[src/rtl/wb_slave_pkg.sv]
// Shared types and default sizes for the Wishbone slave front end.
// Imported by the interface, the controller and its bench.
package wb_slave_pkg;

    localparam int DEF_ADDR_WIDTH = 8;
    localparam int DEF_DATA_WIDTH = 32;
    localparam int DEF_MEM_DEPTH  = 256;

    typedef enum logic [2:0] {
        IDLE,
        WR,
        RD,
        RD_WAIT,
        ACK,
        ERR
    } wb_state_t;

endpackage

[src/rtl/wb_slave_ctrl_if.sv]
// Wishbone classic-cycle bus bundle between a master and this slave.
// The slave modport sees the request side as inputs.
interface wb_slave_ctrl_if
    import wb_slave_pkg::*;
#(
    parameter int ADDR_WIDTH = DEF_ADDR_WIDTH,
    parameter int DATA_WIDTH = DEF_DATA_WIDTH
);

    logic                  wb_cyc_i;
    logic                  wb_stb_i;
    logic                  wb_we_i;
    logic [ADDR_WIDTH-1:0] wb_adr_i;
    logic [DATA_WIDTH-1:0] wb_dat_i;
    logic [DATA_WIDTH-1:0] wb_dat_o;
    logic                  wb_ack_o;
    logic                  wb_err_o;

    modport master (
        output wb_cyc_i,
        output wb_stb_i,
        output wb_we_i,
        output wb_adr_i,
        output wb_dat_i,
        input  wb_dat_o,
        input  wb_ack_o,
        input  wb_err_o
    );

    modport slave (
        input  wb_cyc_i,
        input  wb_stb_i,
        input  wb_we_i,
        input  wb_adr_i,
        input  wb_dat_i,
        output wb_dat_o,
        output wb_ack_o,
        output wb_err_o
    );

endinterface

[src/rtl/wb_slave_ctrl.sv]
// Wishbone classic slave: turns single bus cycles into one-cycle
// memory enables with registered address/data; all outputs registered.
module wb_slave_ctrl
    import wb_slave_pkg::*;
#(
    parameter int ADDR_WIDTH = DEF_ADDR_WIDTH,
    parameter int DATA_WIDTH = DEF_DATA_WIDTH,
    parameter int MEM_DEPTH  = DEF_MEM_DEPTH
) (
    input  logic                  clk,
    input  logic                  reset,
    wb_slave_ctrl_if.slave        wb,
    output logic [ADDR_WIDTH-1:0] addr,
    output logic                  wr_en,
    output logic                  rd_en,
    output logic [DATA_WIDTH-1:0] wdata,
    input  logic [DATA_WIDTH-1:0] rdata
);

    // One extra bit so a depth of exactly 2**ADDR_WIDTH still fits.
    localparam logic [ADDR_WIDTH:0] DEPTH = MEM_DEPTH[ADDR_WIDTH:0];

    wb_state_t state;
    logic      request;
    logic      out_of_range;

    assign request      = wb.wb_cyc_i & wb.wb_stb_i;
    assign out_of_range = {1'b0, wb.wb_adr_i} >= DEPTH;

    // Transaction FSM; enables and terminations default to a one-cycle pulse.
    always_ff @(posedge clk) begin
        if (reset) begin
            state       <= IDLE;
            addr        <= '0;
            wdata       <= '0;
            wr_en       <= 1'b0;
            rd_en       <= 1'b0;
            wb.wb_dat_o <= '0;
            wb.wb_ack_o <= 1'b0;
            wb.wb_err_o <= 1'b0;
        end else begin
            wr_en       <= 1'b0;
            rd_en       <= 1'b0;
            wb.wb_ack_o <= 1'b0;
            wb.wb_err_o <= 1'b0;
            unique case (state)
                IDLE: begin
                    if (request) begin
                        if (out_of_range) begin
                            wb.wb_err_o <= 1'b1;
                            state       <= ERR;
                        end else begin
                            addr <= wb.wb_adr_i;
                            if (wb.wb_we_i) begin
                                wdata <= wb.wb_dat_i;
                                wr_en <= 1'b1;
                                state <= WR;
                            end else begin
                                rd_en <= 1'b1;
                                state <= RD;
                            end
                        end
                    end
                end
                WR: begin
                    if (wb.wb_cyc_i) begin
                        wb.wb_ack_o <= 1'b1;
                        state       <= ACK;
                    end else begin
                        state <= IDLE;
                    end
                end
                RD: begin
                    state <= RD_WAIT;
                end
                RD_WAIT: begin
                    if (wb.wb_cyc_i) begin
                        wb.wb_dat_o <= rdata;
                        wb.wb_ack_o <= 1'b1;
                        state       <= ACK;
                    end else begin
                        state <= IDLE;
                    end
                end
                ACK, ERR: begin
                    state <= IDLE;
                end
                default: begin
                    state <= IDLE;
                end
            endcase
        end
    end

endmodule

[src/flat_wrapper.sv]
// flat-port wrapper written by rule: the top's interface ports become plain ports
module wb_slave_ctrl_flat import wb_slave_pkg::*;
#(
    parameter int ADDR_WIDTH = DEF_ADDR_WIDTH,
    parameter int DATA_WIDTH = DEF_DATA_WIDTH,
    parameter int MEM_DEPTH  = DEF_MEM_DEPTH
)
  (clk, reset, addr, wr_en, rd_en, wdata, rdata, wb_wb_cyc_i, wb_wb_stb_i, wb_wb_we_i, wb_wb_adr_i, wb_wb_dat_i, wb_wb_dat_o, wb_wb_ack_o, wb_wb_err_o);
  wb_slave_ctrl_if #(.ADDR_WIDTH(ADDR_WIDTH), .DATA_WIDTH(DATA_WIDTH)) wb_i ();
  input  logic clk;
  input  logic reset;
  output logic [ADDR_WIDTH-1:0] addr;
  output logic wr_en;
  output logic rd_en;
  output logic [DATA_WIDTH-1:0] wdata;
  input  logic [DATA_WIDTH-1:0] rdata;
  input wire logic [$bits(wb_i.wb_cyc_i)-1:0] wb_wb_cyc_i;
  input wire logic [$bits(wb_i.wb_stb_i)-1:0] wb_wb_stb_i;
  input wire logic [$bits(wb_i.wb_we_i)-1:0] wb_wb_we_i;
  input wire logic [$bits(wb_i.wb_adr_i)-1:0] wb_wb_adr_i;
  input wire logic [$bits(wb_i.wb_dat_i)-1:0] wb_wb_dat_i;
  output wire logic [$bits(wb_i.wb_dat_o)-1:0] wb_wb_dat_o;
  output wire logic [$bits(wb_i.wb_ack_o)-1:0] wb_wb_ack_o;
  output wire logic [$bits(wb_i.wb_err_o)-1:0] wb_wb_err_o;
  assign wb_i.wb_cyc_i = wb_wb_cyc_i;
  assign wb_i.wb_stb_i = wb_wb_stb_i;
  assign wb_i.wb_we_i = wb_wb_we_i;
  assign wb_i.wb_adr_i = wb_wb_adr_i;
  assign wb_i.wb_dat_i = wb_wb_dat_i;
  assign wb_wb_dat_o = wb_i.wb_dat_o;
  assign wb_wb_ack_o = wb_i.wb_ack_o;
  assign wb_wb_err_o = wb_i.wb_err_o;
  wb_slave_ctrl #(.ADDR_WIDTH(ADDR_WIDTH), .DATA_WIDTH(DATA_WIDTH), .MEM_DEPTH(MEM_DEPTH)) u_core (.clk(clk), .reset(reset), .wb(wb_i), .addr(addr), .wr_en(wr_en), .rd_en(rd_en), .wdata(wdata), .rdata(rdata));
endmodule
[config.mk]
export PLATFORM = sky130hd
export DESIGN_NAME = wb_slave_ctrl_flat
export DESIGN_NICKNAME = d
export VERILOG_FILES = /design/src/rtl/wb_slave_pkg.sv /design/src/rtl/wb_slave_ctrl_if.sv /design/src/rtl/wb_slave_ctrl.sv /design/src/flat_wrapper.sv
export SDC_FILE = /design/constraint.sdc
export NUM_CORES = 1
export LEC_CHECK = 0
export BUFFER_PORTS_ARGS = -buffer_cell sky130_fd_sc_hd__buf_2
export CORE_MARGIN = 2
export CORE_UTILIZATION = 46
export DETAILED_ROUTE_END_ITERATION = 10
export PLACE_DENSITY = 0.8
export REMOVE_ABC_BUFFERS = 1
export SLEW_MARGIN = 15
export SYNTH_ARGS = -nofsm -noshare
export SYNTH_HDL_FRONTEND = slang
export SYNTH_SLANG_ARGS = --single-unit
[constraint.sdc]
create_clock -name clk -period 1.5 [get_ports clk]
set_input_delay 0.3 -clock clk [delete_from_list [all_inputs] [get_ports clk]]
set_output_delay 0.3 -clock clk [all_outputs]
set_load 0.02 [all_outputs]
* Yosys cells after proc, flatten, opt, wreduce, memory -nomap -nowiden
Index checks and enable logic that the tools add are counted.
** Storage, ports and cells
- Register bits :: 78
- Input bits :: 77
- Output and inout bits :: 76
** Cells by class
- Bitwise operators :: 4
- Equality and inequality tests :: 4
- Reductions and logical operators :: 7
- Muxes and demuxes :: 7
** Operators by type and width (count)
- $pmux W3 S3 :: 1
- $eq A3 B2 Y1 const B :: 2
- $mux W3 :: 2
- $reduce_and A2 Y1 :: 2
- $reduce_or A2 Y1 :: 2
- $eq A3 B1 Y1 const B :: 1
- $logic_not A3 Y1 :: 1
- $mux W1 :: 3
- $not A1 Y1 :: 3
- $reduce_and A3 Y1 :: 1
- $reduce_or A3 Y1 :: 1
- $mux W2 :: 1
- $ne A2 B1 Y1 const B :: 1
- $and A1 B1 Y1 :: 1

* Depth between registers and ports, before layout
Gate-level depths: netlist (run 1).
- Depth in word-level cells :: 4
- Depth in mapped cells :: 6

* Worst setup path after synthesis (run 1)
OpenSTA, ideal clock, no wires.
- Path kind :: reg2reg
- Start point :: register u_core.state[2]
- End point :: register u_core.wdata[0]
- Arrival time :: 1.246 ns
- Period minus slack after synthesis :: 1.318 ns
- Library setup time :: 0.072 ns
- Data required time :: 1.428 ns
- Setup slack :: 0.182 ns
- Stages on the path, launching flop included :: 5
- Cell sequence :: dfxtp_1 > buf_6 > nor4_4 > buf_6 > mux2i_1
** On the way
- Longest elaborated chain between the ends :: 2
** Ends and longest elaborated chain
- from (decl) :: line wb_slave_ctrl.sv:23 : wb_state_t state;
- from (signal assigned) :: line wb_slave_ctrl.sv:33 : state <= IDLE;
- from (signal assigned) :: line wb_slave_ctrl.sv:51 : state <= ERR;
- from (signal assigned) :: line wb_slave_ctrl.sv:57 : state <= WR;
- $logic_not A3 Y1 :: line wb_slave_ctrl.sv:46 : unique case (state)
- $reduce_and A3 Y1 (no line)
- to (signal assigned) :: line wb_slave_ctrl.sv:55 : wdata <= wb.wb_dat_i;
- to (decl) :: line wb_slave_ctrl.sv:16 : output logic [DATA_WIDTH-1:0] wdata,
No other way between the ends.
A chain may end at the register's enable or synchronous reset.

* Worst setup path in the final report (run 1)
- Start point :: register u_core.state[2]
- End point :: register u_core.wdata[12]
The elaborated chain is that of the path after synthesis.

==> flow_summary.html, run 1 <==
<table>
<tr><th>Metric</th><th>Value</th></tr>
<tr><th colspan="2">GRT</th></tr>
<tr><td>Pin count of the biggest net entering global routing</td><td>60</td></tr>
<tr><td>Antenna violations before repair</td><td>0</td></tr>
<tr><td>All-Layer GR Usage</td><td>18.1%</td></tr>
<tr><td>Overflow left after global routing</td><td>0</td></tr>
<tr><td>Global-route wire length before repair</td><td>11000 µm</td></tr>
<tr><td>Via count of the first global-routing pass</td><td>2577</td></tr>
<tr><th colspan="2">Routing</th></tr>
<tr><td>Detailed-route wire length</td><td>6870 µm</td></tr>
<tr><td>Routed wire per std cell</td><td>12.2 µm</td></tr>
<tr><td>Final routed DRC violation total</td><td>0</td></tr>
<tr><td>Vias after detailed routing</td><td>2682</td></tr>
<tr><td>Detail Route Antenna Nets</td><td>0</td></tr>
<tr><td>Violation count after the first detailed-route iteration</td><td>62</td></tr>
<tr><td>Initial DRT Pass Iterations</td><td>4</td></tr>
<tr><td>Vias per std cell</td><td>4.78</td></tr>
<tr><th colspan="2">Die</th></tr>
<tr><td>Starting density of the core</td><td>48.2%</td></tr>
<tr><td>Width of the die</td><td>86.3 µm</td></tr>
<tr><td>Area of the die</td><td>0.00745 mm²</td></tr>
<tr><td>Y dimension of the die</td><td>86.3 µm</td></tr>
<tr><td>Number of top-level pins</td><td>153</td></tr>
<tr><td>Core ar.</td><td>0.00646 mm²</td></tr>
<tr><td>Cell Rows</td><td>29</td></tr>
<tr><th colspan="2">Clock network</th></tr>
<tr><td>Clock tree from TritonCTS</td><td>done</td></tr>
<tr><td>Number of levels the H-tree was split into</td><td>3</td></tr>
<tr><td>CTS buffer count</td><td>9</td></tr>
<tr><td>Clock transition at the registers of the reported paths</td><td>0.08 ns</td></tr>
<tr><td>CTS Sinks</td><td>78</td></tr>
<tr><td>Maximum number of buffers from clock root to sink</td><td>2</td></tr>
<tr><td>Post-CTS Hold Fix Bufs</td><td>0</td></tr>
<tr><td>Post-cts repair resize count</td><td>0</td></tr>
<tr><td>Worst-Skew Late Latency</td><td>0.33 ns</td></tr>
<tr><td>Count of buffers added by post-CTS timing repair for setup</td><td>0</td></tr>
<tr><td>Clock Root Buffer</td><td>sky130_fd_sc_hd__clkbuf_8</td></tr>
<tr><th colspan="2">Worst setup path</th></tr>
<tr><td>Largest fanout on the critical path</td><td>33</td></tr>
<tr><td>Worst Path Class, Setup</td><td>reg -&gt; reg</td></tr>
<tr><td>Critical Path End Type</td><td>flop</td></tr>
<tr><td>Required arrival time at the worst endpoint</td><td>1.75 ns</td></tr>
<tr><td>Arr. time, crit path</td><td>1.59 ns</td></tr>
<tr><td>Critical Path Source Type</td><td>flop</td></tr>
<tr><th colspan="2">Synth</th></tr>
<tr><td>Flip-flop and latch count after synthesis</td><td>78</td></tr>
<tr><td>Area fraction in compound gates after synthesis</td><td>5.70%</td></tr>
<tr><td>Combinational family with the most area after synthesis</td><td>simple AND/OR/NAND/NOR gates</td></tr>
<tr><td>Share of synthesized cell area in and, or, nand and nor gates</td><td>26.6%</td></tr>
<tr><td>Number of different library cells in the post-synthesis netlist</td><td>21</td></tr>
<tr><td>Total standard cell area after synthesis</td><td>0.00312 mm²</td></tr>
<tr><td>Fraction of synthesized cell area in xor and xnor cells</td><td>0%</td></tr>
<tr><td>Sequential-to-total area share from yosys stat</td><td>50.1%</td></tr>
<tr><td>Warning count from the yosys run</td><td>0</td></tr>
<tr><td>Share of synthesized area spent on multiplexers</td><td>12.9%</td></tr>
<tr><td>Adder-cell share of the synthesized area</td><td>0%</td></tr>
<tr><td>Avg Inst Size Synth</td><td>9.27 µm²</td></tr>
<tr><td>Cell count after synthesis</td><td>336</td></tr>
<tr><th colspan="2">Place</th></tr>
<tr><td>Final weighted congestion of routability-driven global placement</td><td>0.746</td></tr>
<tr><td>Total half-perimeter wirelength after legalization and detailed placement</td><td>5050 µm</td></tr>
<tr><td>Setup Slack @ Placement</td><td>0.110 ns</td></tr>
<tr><td>Number of input and output port buffers inserted</td><td>151</td></tr>
<tr><th colspan="2">Final layout</th></tr>
<tr><td>Diodes inserted</td><td>0</td></tr>
<tr><td>Total Nets Final</td><td>556</td></tr>
<tr><td>Area growth, synth to finish</td><td>33.3%</td></tr>
<tr><td>Filler cells</td><td>557</td></tr>
<tr><td>Proportion of layout cells with a drive suffix above 1</td><td>36.0%</td></tr>
<tr><th colspan="2">Power</th></tr>
<tr><td>Total power per unit cell area</td><td>1020 mW/mm²</td></tr>
<tr><td>VDD IR-drop max</td><td>0.556 mV</td></tr>
<tr><td>Static leakage power</td><td>1.86 nW</td></tr>
<tr><th colspan="2">Timing</th></tr>
<tr><td>Number of setup violations in the final report</td><td>0</td></tr>
<tr><td>Worst path setup slack after routing</td><td>0.159 ns</td></tr>
<tr><td>Number of hold violations in the final report</td><td>0</td></tr>
<tr><td>Final cycle utilization of the critical path</td><td>89.4%</td></tr>
<tr><td>Final clock skew</td><td>0.00777 ns</td></tr>
<tr><td>Total negative setup slack</td><td>0 ns</td></tr>
<tr><td>Setup repair after global routing missed its margin</td><td>false</td></tr>
<tr><td>Minimum period implied by the final worst setup slack</td><td>1.34 ns</td></tr>
<tr><td>Hold WS</td><td>0.155 ns</td></tr>
<tr><td>Maximum frequency from static timing analysis</td><td>0.746 GHz</td></tr>
<tr><td>Max-slew violation total from the final report</td><td>0</td></tr>
<tr><th colspan="2">Job</th></tr>
<tr><td>Max-cap check violation count</td><td>0</td></tr>
<tr><th colspan="2">Outcome</th></tr>
<tr><td>Outcome</td><td>complete, no violations</td></tr>
<tr><th colspan="2">Hold path</th></tr>
<tr><td>Hold Path Class</td><td>in -&gt; reg</td></tr>
</table>
critical path: stages (launching register included):
cell and delay (ns):
sky130_fd_sc_hd__dfxtp_1 0.40, sky130_fd_sc_hd__nor4_4 0.35, sky130_fd_sc_hd__buf_12 0.27, sky130_fd_sc_hd__mux2i_1 0.22
placed cells by master, fill, tap and decap left out:
cell | synthesis | final
sky130_fd_sc_hd__a2111oi_0 | 2 | 2
sky130_fd_sc_hd__a21oi_1 | 32 | 32
sky130_fd_sc_hd__and4b_1 | 1 | 1
sky130_fd_sc_hd__buf_12 | 0 | 4
sky130_fd_sc_hd__buf_2 | 6 | 151
sky130_fd_sc_hd__buf_4 | 1 | 3
sky130_fd_sc_hd__bufinv_16 | 0 | 2
sky130_fd_sc_hd__clkbuf_1 | 15 | 2
sky130_fd_sc_hd__clkbuf_8 | 0 | 10
sky130_fd_sc_hd__clkinv_2 | 0 | 2
sky130_fd_sc_hd__conb_1 | 1 | 1
sky130_fd_sc_hd__dfxtp_1 | 78 | 78
sky130_fd_sc_hd__inv_1 | 1 | 1
sky130_fd_sc_hd__mux2i_1 | 40 | 40
sky130_fd_sc_hd__nand2_1 | 66 | 66
sky130_fd_sc_hd__nand2b_1 | 80 | 80
sky130_fd_sc_hd__nand3_1 | 1 | 1
sky130_fd_sc_hd__nand4b_1 | 1 | 1
sky130_fd_sc_hd__nor2b_1 | 1 | 1
sky130_fd_sc_hd__nor3_1 | 2 | 2
sky130_fd_sc_hd__nor3b_1 | 1 | 1
sky130_fd_sc_hd__nor4_2 | 0 | 1
sky130_fd_sc_hd__nor4_4 | 1 | 1
sky130_fd_sc_hd__or2_0 | 1 | 1
synth_stat cells:
master | count | area (µm²)
sky130_fd_sc_hd__nand2_1 | 66 | 248
sky130_fd_sc_hd__conb_1 | 1 | 3.75
sky130_fd_sc_hd__inv_1 | 1 | 3.75
sky130_fd_sc_hd__clkbuf_1 | 15 | 56.3
sky130_fd_sc_hd__buf_4 | 1 | 7.51
sky130_fd_sc_hd__nor3b_1 | 1 | 7.51
sky130_fd_sc_hd__nand2b_1 | 80 | 500
sky130_fd_sc_hd__nor3_1 | 2 | 10.0
sky130_fd_sc_hd__nand4b_1 | 1 | 8.76
sky130_fd_sc_hd__nor2b_1 | 1 | 6.26
sky130_fd_sc_hd__nor4_1 | 1 | 6.26
sky130_fd_sc_hd__a21oi_1 | 32 | 160
sky130_fd_sc_hd__a2111oi_0 | 2 | 17.5
sky130_fd_sc_hd__and4b_1 | 1 | 10.0
sky130_fd_sc_hd__dfxtp_1 | 78 | 1560
sky130_fd_sc_hd__or2_0 | 1 | 6.26
sky130_fd_sc_hd__buf_2 | 6 | 30.0
sky130_fd_sc_hd__buf_6 | 4 | 45.0
sky130_fd_sc_hd__nor4_4 | 1 | 21.3
sky130_fd_sc_hd__nand3_1 | 1 | 5.00
sky130_fd_sc_hd__mux2i_1 | 40 | 400
cells by family (layout without fill, tap and decap cells):
group                  count (synthesis)  after routing
buffers and inverters                 27            175
flip-flops                            78             78
AND/OR/NAND/NOR                      156            156
multiplexers                          40             40
other                                  1              1
AO/OA/AOI/OAI                         34             34
state kept, by name (all words and copies together), names as in the netlist:
| register | cells |
|---|---|
| u_core.state | 3 |
| u_core.addr | 8 |
| u_core.wb.wb_ack_o | 1 |
| u_core.wb.wb_dat_o | 32 |
| u_core.wr_en | 1 |
| u_core.wdata | 32 |
| u_core.rd_en | 1 |
routing by layer:
layer,vias to the layer above,global-route usage [%],wire (µm)
met3,4,6.38,714
met2,124,31.1,3160
met4,0,6.39,52
li1,1368,-,-
met5,-,0,0
met1,1186,20.9,2940
report_power, final:
group	total (mW)	switching, mW	internal (mW)
logic	0.414	0.210	0.204
clock network	1.67	0.689	0.979
registers	2.15	0.0300	2.12
path summary, 6_finish.rpt:
kind / from / endpoint / slack (ns) / cells past startpoint
max: u_core.state[2] / u_core.wdata[12] / 0.16 / 3
min: wb_wb_we_i / u_core.rd_en / 0.16 / 2
max reg2reg: u_core.state[2] / u_core.wdata[12] / 0.16 / 3
min reg2reg: u_core.wb.wb_dat_o[16] / u_core.wb.wb_dat_o[16] / 0.45 / 2
layout make-up:
| type | instances | area, µm² | area share, % |
|---|---|---|---|
| Sequential cell | 78 | 1560 | 37.6 |
| Multi-Input combinational cell | 231 | 1420 | 34.1 |
| Timing Repair Buffer | 158 | 858 | 20.7 |
| Clock buffer | 12 | 145 | 3.50 |
| Tap cell | 77 | 96.3 | 2.32 |
| Clock inverter | 4 | 70.1 | 1.69 |
| Inverter | 1 | 3.75 | 0.0904 |
metrics by stage:
stage | cells | power, mW | utilization [%] | cell area (µm²)
after floorplan | 310 | 2.40 | - | 2980
after global placement | 545 | 2.61 | 61.0 | 3940
after detailed placement | 545 | 2.62 | 61.0 | 3940
after CTS | 561 | 4.29 | 64.3 | 4150
after global routing | 561 | 4.40 | 64.3 | 4150
final | 561 | 4.23 | 64.3 | 4150
Note: power is estimated with default switching activity, not from simulation.
==> run 2: changes to the inputs <==
--- a/config.mk
+++ b/config.mk
@@ -6,10 +6,11 @@
 export NUM_CORES = 1
 export LEC_CHECK = 0
 export BUFFER_PORTS_ARGS = -buffer_cell sky130_fd_sc_hd__buf_2
+export CORE_ASPECT_RATIO = 1.75
 export CORE_MARGIN = 2
-export CORE_UTILIZATION = 46
+export CORE_UTILIZATION = 45
 export DETAILED_ROUTE_END_ITERATION = 10
-export PLACE_DENSITY = 0.8
+export PLACE_DENSITY = 0.79
 export REMOVE_ABC_BUFFERS = 1
 export SLEW_MARGIN = 15
 export SYNTH_ARGS = -nofsm -noshare
==> flow_summary.html, run 2 (synthesis gave the netlist of run 1 again) <==
<table>
<tr><th>Metric</th><th>Value</th></tr>
<tr><th colspan="2">Job</th></tr>
<tr><td>Max-cap check violation count</td><td>0 (unchanged)</td></tr>
<tr><th colspan="2">Die</th></tr>
<tr><td>Starting density of the core</td><td>45.8% (-2.5 points)</td></tr>
<tr><td>Y dimension of the die</td><td>114 µm (+32%)</td></tr>
<tr><td>Number of top-level pins</td><td>153 (unchanged)</td></tr>
<tr><td>Cell Rows</td><td>40 (+38%)</td></tr>
<tr><td>Width of the die</td><td>66.9 µm (-22%)</td></tr>
<tr><td>Area of the die</td><td>0.00763 mm² (+2.5%)</td></tr>
<tr><td>Core ar.</td><td>0.00681 mm² (+5.4%)</td></tr>
<tr><th colspan="2">Worst setup path</th></tr>
<tr><td>Arr. time, crit path</td><td>1.61 ns (+0.02 ns)</td></tr>
<tr><td>Worst Path Class, Setup</td><td>reg -&gt; reg</td></tr>
<tr><td>Critical Path Source Type</td><td>flop</td></tr>
<tr><td>Critical Path End Type</td><td>flop</td></tr>
<tr><td>Required arrival time at the worst endpoint</td><td>1.74 ns (about the same)</td></tr>
<tr><td>Largest fanout on the critical path</td><td>33 (unchanged)</td></tr>
<tr><th colspan="2">Clock network</th></tr>
<tr><td>Worst-Skew Late Latency</td><td>0.32 ns (about the same)</td></tr>
<tr><td>Post-cts repair resize count</td><td>0 (unchanged)</td></tr>
<tr><td>Clock Root Buffer</td><td>sky130_fd_sc_hd__clkbuf_16</td></tr>
<tr><td>CTS Sinks</td><td>78 (unchanged)</td></tr>
<tr><td>Clock tree from TritonCTS</td><td>done</td></tr>
<tr><td>Number of levels the H-tree was split into</td><td>3 (unchanged)</td></tr>
<tr><td>CTS buffer count</td><td>9 (unchanged)</td></tr>
<tr><td>Count of buffers added by post-CTS timing repair for setup</td><td>0 (unchanged)</td></tr>
<tr><td>Maximum number of buffers from clock root to sink</td><td>2 (unchanged)</td></tr>
<tr><td>Clock transition at the registers of the reported paths</td><td>0.06 ns (-0.02 ns)</td></tr>
<tr><td>Post-CTS Hold Fix Bufs</td><td>0 (unchanged)</td></tr>
<tr><th colspan="2">Hold path</th></tr>
<tr><td>Hold Path Class</td><td>in -&gt; reg</td></tr>
<tr><th colspan="2">Routing</th></tr>
<tr><td>Violation count after the first detailed-route iteration</td><td>99 (+60%)</td></tr>
<tr><td>Vias after detailed routing</td><td>2705 (+0.86%)</td></tr>
<tr><td>Vias per std cell</td><td>4.75 (-0.73%)</td></tr>
<tr><td>Detailed-route wire length</td><td>6860 µm (-0.12%)</td></tr>
<tr><td>Final routed DRC violation total</td><td>0 (unchanged)</td></tr>
<tr><td>Detail Route Antenna Nets</td><td>0 (unchanged)</td></tr>
<tr><td>Initial DRT Pass Iterations</td><td>4 (unchanged)</td></tr>
<tr><td>Routed wire per std cell</td><td>12.0 µm (-1.7%)</td></tr>
<tr><th colspan="2">Power</th></tr>
<tr><td>Sequential share of power</td><td>44.6% (-6.2 points)</td></tr>
<tr><td>Total power per unit cell area</td><td>1130 mW/mm² (+11%)</td></tr>
<tr><td>Net switching power</td><td>997 µW (+7.3%)</td></tr>
<tr><td>Fraction of power spent switching nets</td><td>20.7% (-1.3 points)</td></tr>
<tr><td>Clk network pwr share</td><td>46.7% (+7.3 points)</td></tr>
<tr><td>Cell internal pwr</td><td>3.83 mW (+16%)</td></tr>
<tr><td>VDD IR-drop max</td><td>0.669 mV (+20%)</td></tr>
<tr><td>Static leakage power</td><td>1.92 nW (+3.0%)</td></tr>
<tr><td>Comb pwr share</td><td>8.7% (-1.1 points)</td></tr>
<tr><th colspan="2">Timing</th></tr>
<tr><td>Maximum frequency from static timing analysis</td><td>0.732 GHz (-1.9%)</td></tr>
<tr><td>Final cycle utilization of the critical path</td><td>91.1% (+1.8 points)</td></tr>
<tr><td>Max-slew violation total from the final report</td><td>0 (unchanged)</td></tr>
<tr><td>Number of setup violations in the final report</td><td>0 (unchanged)</td></tr>
<tr><td>Number of hold violations in the final report</td><td>0 (unchanged)</td></tr>
<tr><td>Minimum period implied by the final worst setup slack</td><td>1.37 ns (+0.0265 ns)</td></tr>
<tr><td>Final clock skew</td><td>0.00576 ns (-0.00201 ns)</td></tr>
<tr><td>Setup repair after global routing missed its margin</td><td>false</td></tr>
<tr><th colspan="2">GRT</th></tr>
<tr><td>Overflow left after global routing</td><td>0 (unchanged)</td></tr>
<tr><td>Global-route wire length before repair</td><td>11100 µm (+1.3%)</td></tr>
<tr><td>Antenna violations before repair</td><td>0 (unchanged)</td></tr>
<tr><td>Via count of the first global-routing pass</td><td>2592 (+0.58%)</td></tr>
<tr><td>All-Layer GR Usage</td><td>19.0% (+0.92 points)</td></tr>
<tr><td>Pin count of the biggest net entering global routing</td><td>65 (+8.3%)</td></tr>
<tr><th colspan="2">Place</th></tr>
<tr><td>Cells after DPL</td><td>554 (+1.7%)</td></tr>
<tr><td>Final weighted congestion of routability-driven global placement</td><td>0.774 (+3.8%)</td></tr>
<tr><td>Total half-perimeter wirelength after legalization and detailed placement</td><td>5080 µm (+0.56%)</td></tr>
<tr><td>Number of input and output port buffers inserted</td><td>151 (unchanged)</td></tr>
<tr><th colspan="2">Final layout</th></tr>
<tr><td>Total Nets Final</td><td>558 (+0.36%)</td></tr>
<tr><td>Diodes inserted</td><td>0 (unchanged)</td></tr>
<tr><td>Registers with the most flip-flops</td><td>u_core.wb.wb_dat_o x32, u_core.wdata x32, u_core.addr x8</td></tr>
<tr><td>Final Core Density</td><td>62.8% (-1.4 points)</td></tr>
<tr><td>Leading cell type in the layout, fill and taps excluded</td><td>sky130_fd_sc_hd__buf_2</td></tr>
<tr><td>Filler cells</td><td>594 (+6.6%)</td></tr>
<tr><td>Area growth, synth to finish</td><td>37.3%</td></tr>
<tr><td>Non-filler instance count after layout</td><td>570 (+1.6%)</td></tr>
<tr><td>Proportion of layout cells with a drive suffix above 1</td><td>36.2% (+0.26 points)</td></tr>
<tr><td>Most frequent cells in the layout</td><td>sky130_fd_sc_hd__buf_2, sky130_fd_sc_hd__nand2b_1, sky130_fd_sc_hd__dfxtp_1, sky130_fd_sc_hd__nand2_1, sky130_fd_sc_hd__mux2i_1</td></tr>
<tr><th colspan="2">Outcome</th></tr>
<tr><td>Outcome</td><td>complete, no violations</td></tr>
</table>
[run 2: power by group through the flow]
| stage | Combinational (mW) | Clock [mW] | Sequential (mW) |
|---|---|---|---|
| 2_1_floorplan | 0.144 | 0 | 2.25 |
| 3_3_place_gp | 0.414 | 0 | 2.20 |
| 3_5_place_dp | 0.423 | 0 | 2.20 |
| 4_1_cts | 0.424 | 2.32 | 2.15 |
| 5_1_grt | 0.458 | 2.44 | 2.16 |
| 6_report | 0.418 | 2.25 | 2.15 |
[run 2: worst paths after layout]
check	start	endpoint	slack [ns]	cells after the start
worst max-delay path	u_core.state[2]	u_core.wdata[12]	0.13	3
worst min-delay path	wb_wb_we_i	u_core.rd_en	0.17	2
worst max register to register	u_core.state[2]	u_core.wdata[12]	0.13	3
worst min register to register	u_core.wb.wb_dat_o[14]	u_core.wb.wb_dat_o[14]	0.45	2
[run 2: final cells by class]
cell class / count / area [µm²] / share of cell area [%]
tap: 84 / 105 / 2.46
multi-input combinational: 231 / 1420 / 33.1
clock inverter: 4 / 70.1 / 1.64
inverter: 1 / 3.75 / 0.0877
clock buffer: 12 / 246 / 5.76
sequential: 78 / 1560 / 36.5
timing repair buffer: 160 / 873 / 20.4
[run 2: metrics by stage]
step	setup TNS, ns	worst slack [ns]	instance area (µm²)	hold slack (ns)	total power [mW]
finish	0	0.133	4280	0.172	4.82
floorplan	-34.07	-0.830	2980	0.369	2.40
CTS	0	0.128	4280	0.157	4.90
global placement	0	0.177	3960	0.439	2.61
detailed placement	0	0.108	3960	0.444	2.62
global route	0	0.0465	4280	0.168	5.05
[run 2: per-layer routing]
| layer | up-vias | global-route usage [%] | share of wire, % |
|---|---|---|---|
| met1 | 1215 | 20.0 | 37 |
| met2 | 96 | 32.4 | 53 |
| met4 | 0 | 12.1 | 3.5 |
| li1 | 1373 | - | - |
| met5 | - | 0 | 0 |
| met3 | 21 | 5.11 | 6.0 |
[run 2: critical path, cell delays in order, from the launching register on]
cell	delay (ns)
sky130_fd_sc_hd__dfxtp_1	0.39
sky130_fd_sc_hd__nor4_4	0.35
sky130_fd_sc_hd__buf_12	0.27
sky130_fd_sc_hd__mux2i_1	0.25
